--- config.mk ---
export PLATFORM = sky130hd
export DESIGN_NAME = icache_controller
export DESIGN_NICKNAME = d
export VERILOG_FILES = /design/src/rtl/icache_controller.sv
export SDC_FILE = /design/constraint.sdc
export NUM_CORES = 1
export LEC_CHECK = 0
export BUFFER_PORTS_ARGS = -buffer_cell sky130_fd_sc_hd__buf_4
export CAP_MARGIN = 20
export CORE_ASPECT_RATIO = 0.6
export CORE_MARGIN = 5
export CORE_UTILIZATION = 30
export DETAILED_ROUTE_END_ITERATION = 8
export PLACE_DENSITY = 0.53
export RECOVER_POWER = 100
export SLEW_MARGIN = 20
export SYNTH_ARGS = -nofsm -noshare
export SYNTH_HDL_FRONTEND = slang
export SYNTH_SLANG_ARGS = --single-unit
--- constraint.sdc ---
create_clock -name CLK -period 13.8 [get_ports CLK]
set_input_delay 2.07 -clock CLK [delete_from_list [all_inputs] [get_ports CLK]]
set_output_delay 2.07 -clock CLK [all_outputs]
set_load 0.02 [all_outputs]
--- src/rtl/icache_controller.sv ---
// Direct-mapped read-only instruction cache with single-block refill from instruction memory.
// Optional hit/miss statistics counters are enabled by defining ICACHE_STATS_EN.
module icache_controller #(
    parameter int NUM_SETS    = 8,
    parameter int ADDR_W      = 10,
    parameter int BLOCK_WORDS = 4
) (
    input  logic                          CLK,
    input  logic                          RESET,
    input  logic                          READ,
    input  logic [ADDR_W-1:0]             ADDRESS,
    output logic [31:0]                   INSTRUCTION,
    output logic                          BUSYWAIT,
    output logic                          MEM_READ,
    output logic [ADDR_W-5:0]             MEM_ADDRESS,
    input  logic [BLOCK_WORDS*32-1:0]     MEM_READDATA,
    input  logic                          MEM_BUSYWAIT
`ifdef ICACHE_STATS_EN
    ,
    output logic [15:0]                   HIT_COUNT,
    output logic [15:0]                   MISS_COUNT
`endif
);

    localparam int IDX_W = $clog2(NUM_SETS);
    localparam int OFF_W = $clog2(BLOCK_WORDS);
    localparam int BLK_W = ADDR_W - 4;
    localparam int TAG_W = BLK_W - IDX_W;

    typedef logic [BLOCK_WORDS-1:0][31:0] block_t;
    typedef enum logic [1:0] {S_IDLE, S_MEM_READ, S_UPDATE} state_t;

    state_t                state_q, state_d;
    logic [NUM_SETS-1:0]   valid_q;
    logic [TAG_W-1:0]      tag_q  [NUM_SETS];
    block_t                data_q [NUM_SETS];
    block_t                fill_q;
    logic [BLK_W-1:0]      miss_blk_q;
    logic [31:0]           instr_q;

    logic [IDX_W-1:0]      req_idx;
    logic [TAG_W-1:0]      req_tag;
    logic [OFF_W-1:0]      req_off;
    logic                  hit;
    logic                  latch_miss;
    logic [IDX_W-1:0]      fill_idx;
    logic [TAG_W-1:0]      fill_tag;
    logic                  unused_byte_bits;

    assign req_idx          = ADDRESS[4 +: IDX_W];
    assign req_tag          = ADDRESS[ADDR_W-1 -: TAG_W];
    assign req_off          = ADDRESS[2 +: OFF_W];
    assign unused_byte_bits = ^ADDRESS[1:0];

    assign fill_idx = miss_blk_q[IDX_W-1:0];
    assign fill_tag = miss_blk_q[BLK_W-1 -: TAG_W];

    assign hit         = READ & valid_q[req_idx] & (tag_q[req_idx] == req_tag);
    assign INSTRUCTION = hit ? data_q[req_idx][req_off] : instr_q;
    assign MEM_ADDRESS = miss_blk_q;

    always_comb begin
        // NOTE: every output of this block gets a default first, so no path can infer a latch.
        state_d    = state_q;
        BUSYWAIT   = 1'b0;
        MEM_READ   = 1'b0;
        latch_miss = 1'b0;
        case (state_q)
            S_IDLE: begin
                if (READ && !hit) begin
                    BUSYWAIT   = 1'b1;
                    latch_miss = 1'b1;
                    state_d    = S_MEM_READ;
                end
            end
            S_MEM_READ: begin
                MEM_READ = 1'b1;
                BUSYWAIT = 1'b1;
                if (!MEM_BUSYWAIT) begin
                    state_d = S_UPDATE;
                end
            end
            S_UPDATE: begin
                BUSYWAIT = 1'b1;
                state_d  = S_IDLE;
            end
            default: state_d = S_IDLE;
        endcase
        // A cold cache would otherwise report a miss while reset is still held.
        if (RESET) begin
            BUSYWAIT = 1'b0;
            MEM_READ = 1'b0;
        end
    end

    // NOTE: state registers use non-blocking assignments so every flop samples pre-edge values.
    always_ff @(posedge CLK or posedge RESET) begin
        if (RESET) begin
            state_q    <= S_IDLE;
            valid_q    <= '0;
            miss_blk_q <= '0;
            instr_q    <= '0;
        end else begin
            state_q <= state_d;
            if (latch_miss) begin
                miss_blk_q <= ADDRESS[ADDR_W-1:4];
            end
            if (state_q == S_UPDATE) begin
                valid_q[fill_idx] <= 1'b1;
            end
            if (hit) begin
                instr_q <= data_q[req_idx][req_off];
            end
        end
    end

    // NOTE: tag/data arrays are not reset; the valid bits alone make stale contents unreachable.
    always_ff @(posedge CLK) begin
        if (state_q == S_MEM_READ && !MEM_BUSYWAIT) begin
            fill_q <= block_t'(MEM_READDATA);
        end
        if (state_q == S_UPDATE) begin
            tag_q[fill_idx]  <= fill_tag;
            data_q[fill_idx] <= fill_q;
        end
    end

`ifdef ICACHE_STATS_EN
    always_ff @(posedge CLK or posedge RESET) begin
        if (RESET) begin
            HIT_COUNT  <= '0;
            MISS_COUNT <= '0;
        end else begin
            if (state_q == S_IDLE && hit && HIT_COUNT != 16'hFFFF) begin
                HIT_COUNT <= HIT_COUNT + 16'd1;
            end
            if (latch_miss && MISS_COUNT != 16'hFFFF) begin
                MISS_COUNT <= MISS_COUNT + 16'd1;
            end
        end
    end
`else
    // Statistics build option disabled: no counters are instantiated.
`endif

endmodule

# Word-level counts from Yosys, hierarchy flattened
# Memories as Yosys holds them, arrays and structs flattened.
# Cells that the tools add are included.
op_classes:
  order_cmp: 4
  n_eq_ne: 5
  mux: 18
  bitwise_logic: 3
  n_reduce_logical: 8
op_table:
  columns: ["cell", "n"]
  rows:
  - ["binary-select mux 32 bit (select 2 bit)", 1]
  - ["two-way mux 32 bit", 2]
  - ["two-way mux 1 bit", 9]
  - ["less-than comparator 3 x 4 -> 1 bit (second input constant)", 2]
  - ["OR 8 bit", 1]
  - ["two-way mux 2 bit", 2]
  - ["!= test 2 bit (second input constant)", 2]
  - ["one-hot mux 2 bit (2 select lines)", 1]
  - ["binary-select mux 1 bit (select 3 bit)", 1]
  - ["demux 1 bit (select 3 bit)", 1]
  - ["equality test 3 bit", 1]
  - [">= comparator 3 x 1 -> 1 bit (second input constant)", 1]
  - ["logical AND 1 bit", 3]
  - ["less-than comparator 2 x 3 -> 1 bit (second input constant)", 1]
  - ["AND 1 bit", 2]
  - ["equality test 2 x 1 -> 1 bit (second input constant)", 1]
  - ["equality test 2 bit (second input constant)", 1]
  - ["zero test 1 bit", 2]
  - ["zero test 2 bit", 1]
  - ["one-hot mux 1 bit (2 select lines)", 1]
  - ["AND reduction 2 bit", 1]
  - ["OR reduction 2 bit", 1]
word_totals:
  ff_bits: 176
  ram_bits: 1048
  output_inout_bits: 40
  word_cells: 48
  n_memories: 2
memory_table:
  columns: ["memory", "depth", "word_bits", "read_ports", "rd_ports_with_merged_regs", "wr", "line", "text"]
  rows:
  - ["data_q", 8, 128, 1, 0, 1, "36", "block_t data_q [NUM_SETS];"]
  - ["tag_q", 8, 3, 1, 0, 1, "35", "logic [TAG_W-1:0] tag_q [NUM_SETS];"]

# Logic depth before layout (Yosys ltp)
depth:
  depth_word: 9
  ltp_mapped: 9

# Least setup slack after synthesis
# OpenSTA, ideal clock, no wires.
synth_timing:
  path_kind: "register to register"
  from: "register state_q[0]"
  to: "register valid_q[0]"
  t_arrival_ns: 10.457
  required_time_ns: 13.678
  path_slack_ns: 3.221
  stages_incl_launch_ff: 6
  n_path_buf: 0
  period_less_slack_ns: 10.579
  cell_sequence: "dfrtp_1 > inv_1 > ha_1 > nand2b_1 > nor3_1 > or2_2"
synth_via:
  elab_chain_cells: 1
synth_rtl:
  columns: ["element", "line", "text"]
  rows:
  - ["from (decl)", "33", "state_t state_q, state_d;"]
  - ["from (signal assigned)", "104", "state_q <= state_d;"]
  - ["equality test 2 bit", "108", "if (state_q == S_UPDATE) begin"]
  - ["to (signal assigned)", "100", "valid_q <= '0;"]
  - ["to (signal, indexed assignment)", "109", "valid_q[fill_idx] <= 1'b1;"]
  - ["to (decl)", "34", "logic [NUM_SETS-1:0] valid_q;"]
# No other way between the ends.
# A chain may end at the register's enable or synchronous reset.

# Worst setup path in the final report
layout_timing:
  from: "input port ADDRESS[6]"
  to: "output port INSTRUCTION[21]"
layout_via:
  elab_chain_cells: 5
layout_rtl:
  columns: ["element", "line", "text"]
  rows:
  - ["from (decl)", "11", "input logic [ADDR_W-1:0] ADDRESS,"]
  - ["parallel branches: the longest is 4 deep, another holds memory read (8 x 128 bit)", null, null]
  - ["two-way mux 32 bit (*)", null, null]
  - ["to (decl)", "12", "output logic [31:0] INSTRUCTION,"]
# Every way passes the cells marked *. The select of a mux whose other input is x is not followed.

==> results.md <==
Synth:
- The most used flip-flop cell after synthesis is sky130_fd_sc_hd__edfxtp_1.
- The portion of synthesized cell area occupied by the leading cell type is 0.775.
- Of all flip-flops after synthesis, the portion carrying an async set or reset was 0.0392.
- The number of enable-type register cells in the synthesized netlist is 1176.
- The Yosys step of the flow raised 0 warnings.
- In this run, distinct cell masters in the synthesized netlist total 35.
- The mean instance size in the synthesized netlist is 25.8 sq um.
- The dominant cell type by area after synthesis is sky130_fd_sc_hd__edfxtp_1.
- The number of nets in the synthesized netlist is 1911.
- In the synthesized netlist, the number of instances is 1764.
- The post-synthesis register bit count is 1224.
- In the post-synthesis netlist, the biggest area contributors are sky130_fd_sc_hd__edfxtp_1, sky130_fd_sc_hd__mux4_2, sky130_fd_sc_hd__dfrtp_1, sky130_fd_sc_hd__mux2_2, sky130_fd_sc_hd__buf_4.
- The part of the Yosys area used for sequential elements is 0.802.
- In this run the cell area of the synthesized design comes to 0.0455 sq mm.

Pwr:
- The static power due to leakage is 16.1 nW.
- The post-route total power is 8.87 mW.
- IR analysis of the VDD net gives a maximum drop of 0.109 mV.
- The power density normalized to cell area is 169 mW/mm^2.

Clocking:
- TritonCTS built the clock tree.
- The insertion delay to the later sink of the worst-skew pair is 0.70 ns.
- The number of levels in the clock H-tree is 3.
- The number of buffers added for setup after CTS is 0.
- The total of cells resized after clock tree synthesis is 0.
- The clock transition time at the flip-flop clock pins of the worst setup and hold paths is 0.06 ns.
- The maximum buffer depth of the clock tree is 3.
- The library cell used as clock root buffer is sky130_fd_sc_hd__clkbuf_16.
- The total of hold buffers inserted after clock tree synthesis is 0.
- CTS saw 1224 sinks.
- The CTS buffer count is 107.

Die:
- The die boundary width is 513 um.
- The floorplan step defined a core boundary enclosing 0.150 sq mm.
- The initial core utilization is 0.303.
- The die is 312 um tall.
- The initialized floorplan defines 110 standard-cell rows.
- The top-level I/O count is 182.
- The floorplan step defined a die boundary enclosing 0.160 sq mm.

Worst setup path:
- The launching point of the worst reg2reg path is state_q[0].
- The largest single stage delay on the critical path is 2.72 ns.
- The capturing instance or port of the critical path is INSTRUCTION[21].
- The critical path contains buffers and inverters numbering 4 combined.
- The kind of cell adding the most delay to the critical path is buffers and inverters.
- The element type at the critical path end is a primary output.
- The critical path's slowest cell is sky130_fd_sc_hd__clkbuf_1.
- The setup check on the worst reg-to-reg path leaves a slack of 4.14 ns.
- The startpoint class of the critical path is a primary input.
- The most frequent cell on the critical path is sky130_fd_sc_hd__clkbuf_1.
- The endpoint of the worst register-to-register path is data_q[1][103].
- The data arrival time of the worst path is 8.21 ns.
- In this run the number of cells on the critical path is 10.
- Walking the worst path, the cells encountered are buf_6 -> clkbuf_1 -> nor2b_1 -> a22oi_1 -> nand3_1 -> a2111oi_4 -> nand2_2 -> buf_4 -> mux2_1 -> clkbuf_1.
- The most critical setup path has its startpoint at ADDRESS[6].
- Counting cells, the worst reg-to-reg path comes to 6.
- Along the worst path, the maximum fanout reaches 41.
- The required time of the critical path is 11.73 ns.
- The worst setup path is of the primary input to primary output kind.

Global route:
- The combined global-route utilization of all metal layers is 0.129.
- Entering global routing, the biggest net connects 113 pins.
- The first global-routing pass estimated 151 mm of wire.
- The initial antenna violation count came to 3.
- The via count of the first global-routing pass is 20857.
- Global routing finished with a remaining overflow of 0.

Timing:
- Derived from the worst setup path, the maximum achievable clock frequency is 97.2 MHz.
- Clock skew on the completed layout was measured at 0.0247 ns.
- The max-slew violation total from the final report is 1314.
- Of the available clock period, the critical path in the final layout requires 0.745.
- The worst max-slew margin expressed relative to the limit is -3.99.
- Across all hold checks on the routed design, the worst slack comes to 0.472 ns.
- The final-report setup violation count is 0.
- The number of failing hold endpoints at the final stage is 0.
- The setup TNS is 0 ns.
- The post-layout minimum cycle time is 10.28 ns.
- The measured slew at the worst slew-check pin is 7.48 ns.
- After layout, the worst setup slack is 3.52 ns.
- Setup repair after global routing left no endpoint under its margin.

Placement:
- Routability-driven placement finished with a final weighted congestion of 0.694.
- The wire-length estimate of the detail-placed layout is 56.0 mm.
- The number of instances in the placed design is 3915.
- Input and output buffers added on the ports amount to 179.
- Before CTS, the worst setup slack after placement is 5.40 ns.

Detailed routing:
- In this run, the number of DRC markers left after iteration 0 of detailed routing was 1386.
- The average wire length per cell after detail routing is 25.2 um.
- The overall routed net length is 104 mm.
- The via density per instance is 4.71.
- The DRC violation count after routing is 0.
- The number of iterations in the first detailed-routing pass is 5.
- The routed via count is 19398.
- Once detail routing completed, the nets flagged for antenna violations numbered 0.

Min path:
- The class of the tightest hold or removal check is flip-flop to flip-flop.
- The worst hold path stage count is 1.

Run status:
- The flow ran to the end, but the final reports show violations.
- The final reports fail on max-capacitance violations, max-slew violations.

Final layout:
- In the final layout, the share of cells above drive strength 1 is 0.304.
- The final standard cell count with taps included and fillers excluded is 4118.
- The area growth from synthesis to layout is 15.2%.
- In the final design database the tool counted 2155 nets.

Run:
- The total of max-cap violations is 29.
## synthesized netlist by cell type (2+ instances only)
library cell,number
sky130_fd_sc_hd__inv_1,4
sky130_fd_sc_hd__clkbuf_1,27
sky130_fd_sc_hd__mux2_2,70
sky130_fd_sc_hd__dfrtp_1,48
sky130_fd_sc_hd__edfxtp_1,1176
sky130_fd_sc_hd__buf_1,18
sky130_fd_sc_hd__buf_4,18
sky130_fd_sc_hd__buf_6,9
sky130_fd_sc_hd__buf_2,9
sky130_fd_sc_hd__nor2b_1,4
sky130_fd_sc_hd__or2_2,8
sky130_fd_sc_hd__nand2_1,6
sky130_fd_sc_hd__mux2i_1,6
sky130_fd_sc_hd__nor2_1,8
sky130_fd_sc_hd__ha_1,5
sky130_fd_sc_hd__nor3_1,2
sky130_fd_sc_hd__nand2b_1,3
sky130_fd_sc_hd__mux4_2,326
## metrics by stage
stage	util	area, sq um
after global placement	0.328	49300
after global routing	0.349	52500
final	0.349	52500
after detailed placement	0.328	49300
after CTS	0.353	53000
after floorplan	-	45500
## registers in the layout, indices dropped and copies added, names as in the netlist
name,cells
fill_q,128
state_q,2
tag_q,24
instr_q,32
data_q,1024
MEM_ADDRESS,6
valid_q,8
## per-layer routing
layer,track usage,up-vias,share of wire
met2,0.216,466,0.50
met4,0.0292,0,0.018
met1,0.177,10689,0.44
met3,0.0244,124,0.045
li1,-,8119,-
met5,0,-,0
## power breakdown
group	internal, mW	switching [mW]
Combinational	0.305	0.600
Sequential	4.65	0.183
Clock	1.78	1.35
## layout by cell type (no fill, tap or decap), types with 2 or more instances in the layout
master	instances
sky130_fd_sc_hd__mux2_2	44
sky130_fd_sc_hd__buf_8	2
sky130_fd_sc_hd__mux2i_1	6
sky130_fd_sc_hd__mux4_2	326
sky130_fd_sc_hd__clkinv_8	3
sky130_fd_sc_hd__bufinv_16	14
sky130_fd_sc_hd__nor3_2	2
sky130_fd_sc_hd__nor2_1	2
sky130_fd_sc_hd__mux2_1	27
sky130_fd_sc_hd__nor2b_1	4
sky130_fd_sc_hd__inv_1	3
sky130_fd_sc_hd__nand2_1	5
sky130_fd_sc_hd__nor2_4	6
sky130_fd_sc_hd__clkbuf_4	54
sky130_fd_sc_hd__or2_2	8
sky130_fd_sc_hd__ha_1	5
sky130_fd_sc_hd__clkinv_4	2
sky130_fd_sc_hd__clkinv_2	26
sky130_fd_sc_hd__edfxtp_1	1176
sky130_fd_sc_hd__clkbuf_16	109
sky130_fd_sc_hd__dfrtp_1	48
sky130_fd_sc_hd__inv_6	4
sky130_fd_sc_hd__buf_4	14
sky130_fd_sc_hd__clkbuf_8	13
sky130_fd_sc_hd__clkinvlp_4	5
sky130_fd_sc_hd__clkinv_1	10
sky130_fd_sc_hd__diode_2	3
sky130_fd_sc_hd__nand2b_1	3
sky130_fd_sc_hd__clkbuf_1	158
## logic make-up (layout without fill, tap and decap cells)
family,Yosys count,in the layout,synth area share
flops,1224,1224,0.802
mux,403,403,0.180
buf+inv,85,420,0.0102
simple gates,34,34,0.00387
compound gates,11,11,0.00223
fa+ha+maj,5,5,0.00137
xor+xnor,2,2,0.000385
other cells,0,3,0
## layout make-up
cell class / instances / area (sq um)
Antenna cell: 3 / 7.51
Multi-Input combinational cell: 455 / 8620
Sequential cell: 1224 / 36500
Clock buffer: 136 / 2960
Inverter: 4 / 16.3
Fill cell: 13804 / 98000
Tap cell: 2016 / 2520
Clock inverter: 64 / 727
Timing Repair Buffer: 216 / 1110
## worst min-delay path by stage
stage | from | slack (ns) | to
floorplan | valid_q[4] | 0.43 | valid_q[4]
global placement | valid_q[4] | 0.44 | valid_q[4]
detailed placement | valid_q[2] | 0.45 | valid_q[2]
CTS | valid_q[2] | 0.47 | valid_q[2]
global route | valid_q[2] | 0.48 | valid_q[2]
finish | valid_q[2] | 0.47 | valid_q[2]
Power figures use the tool's default switching activity.
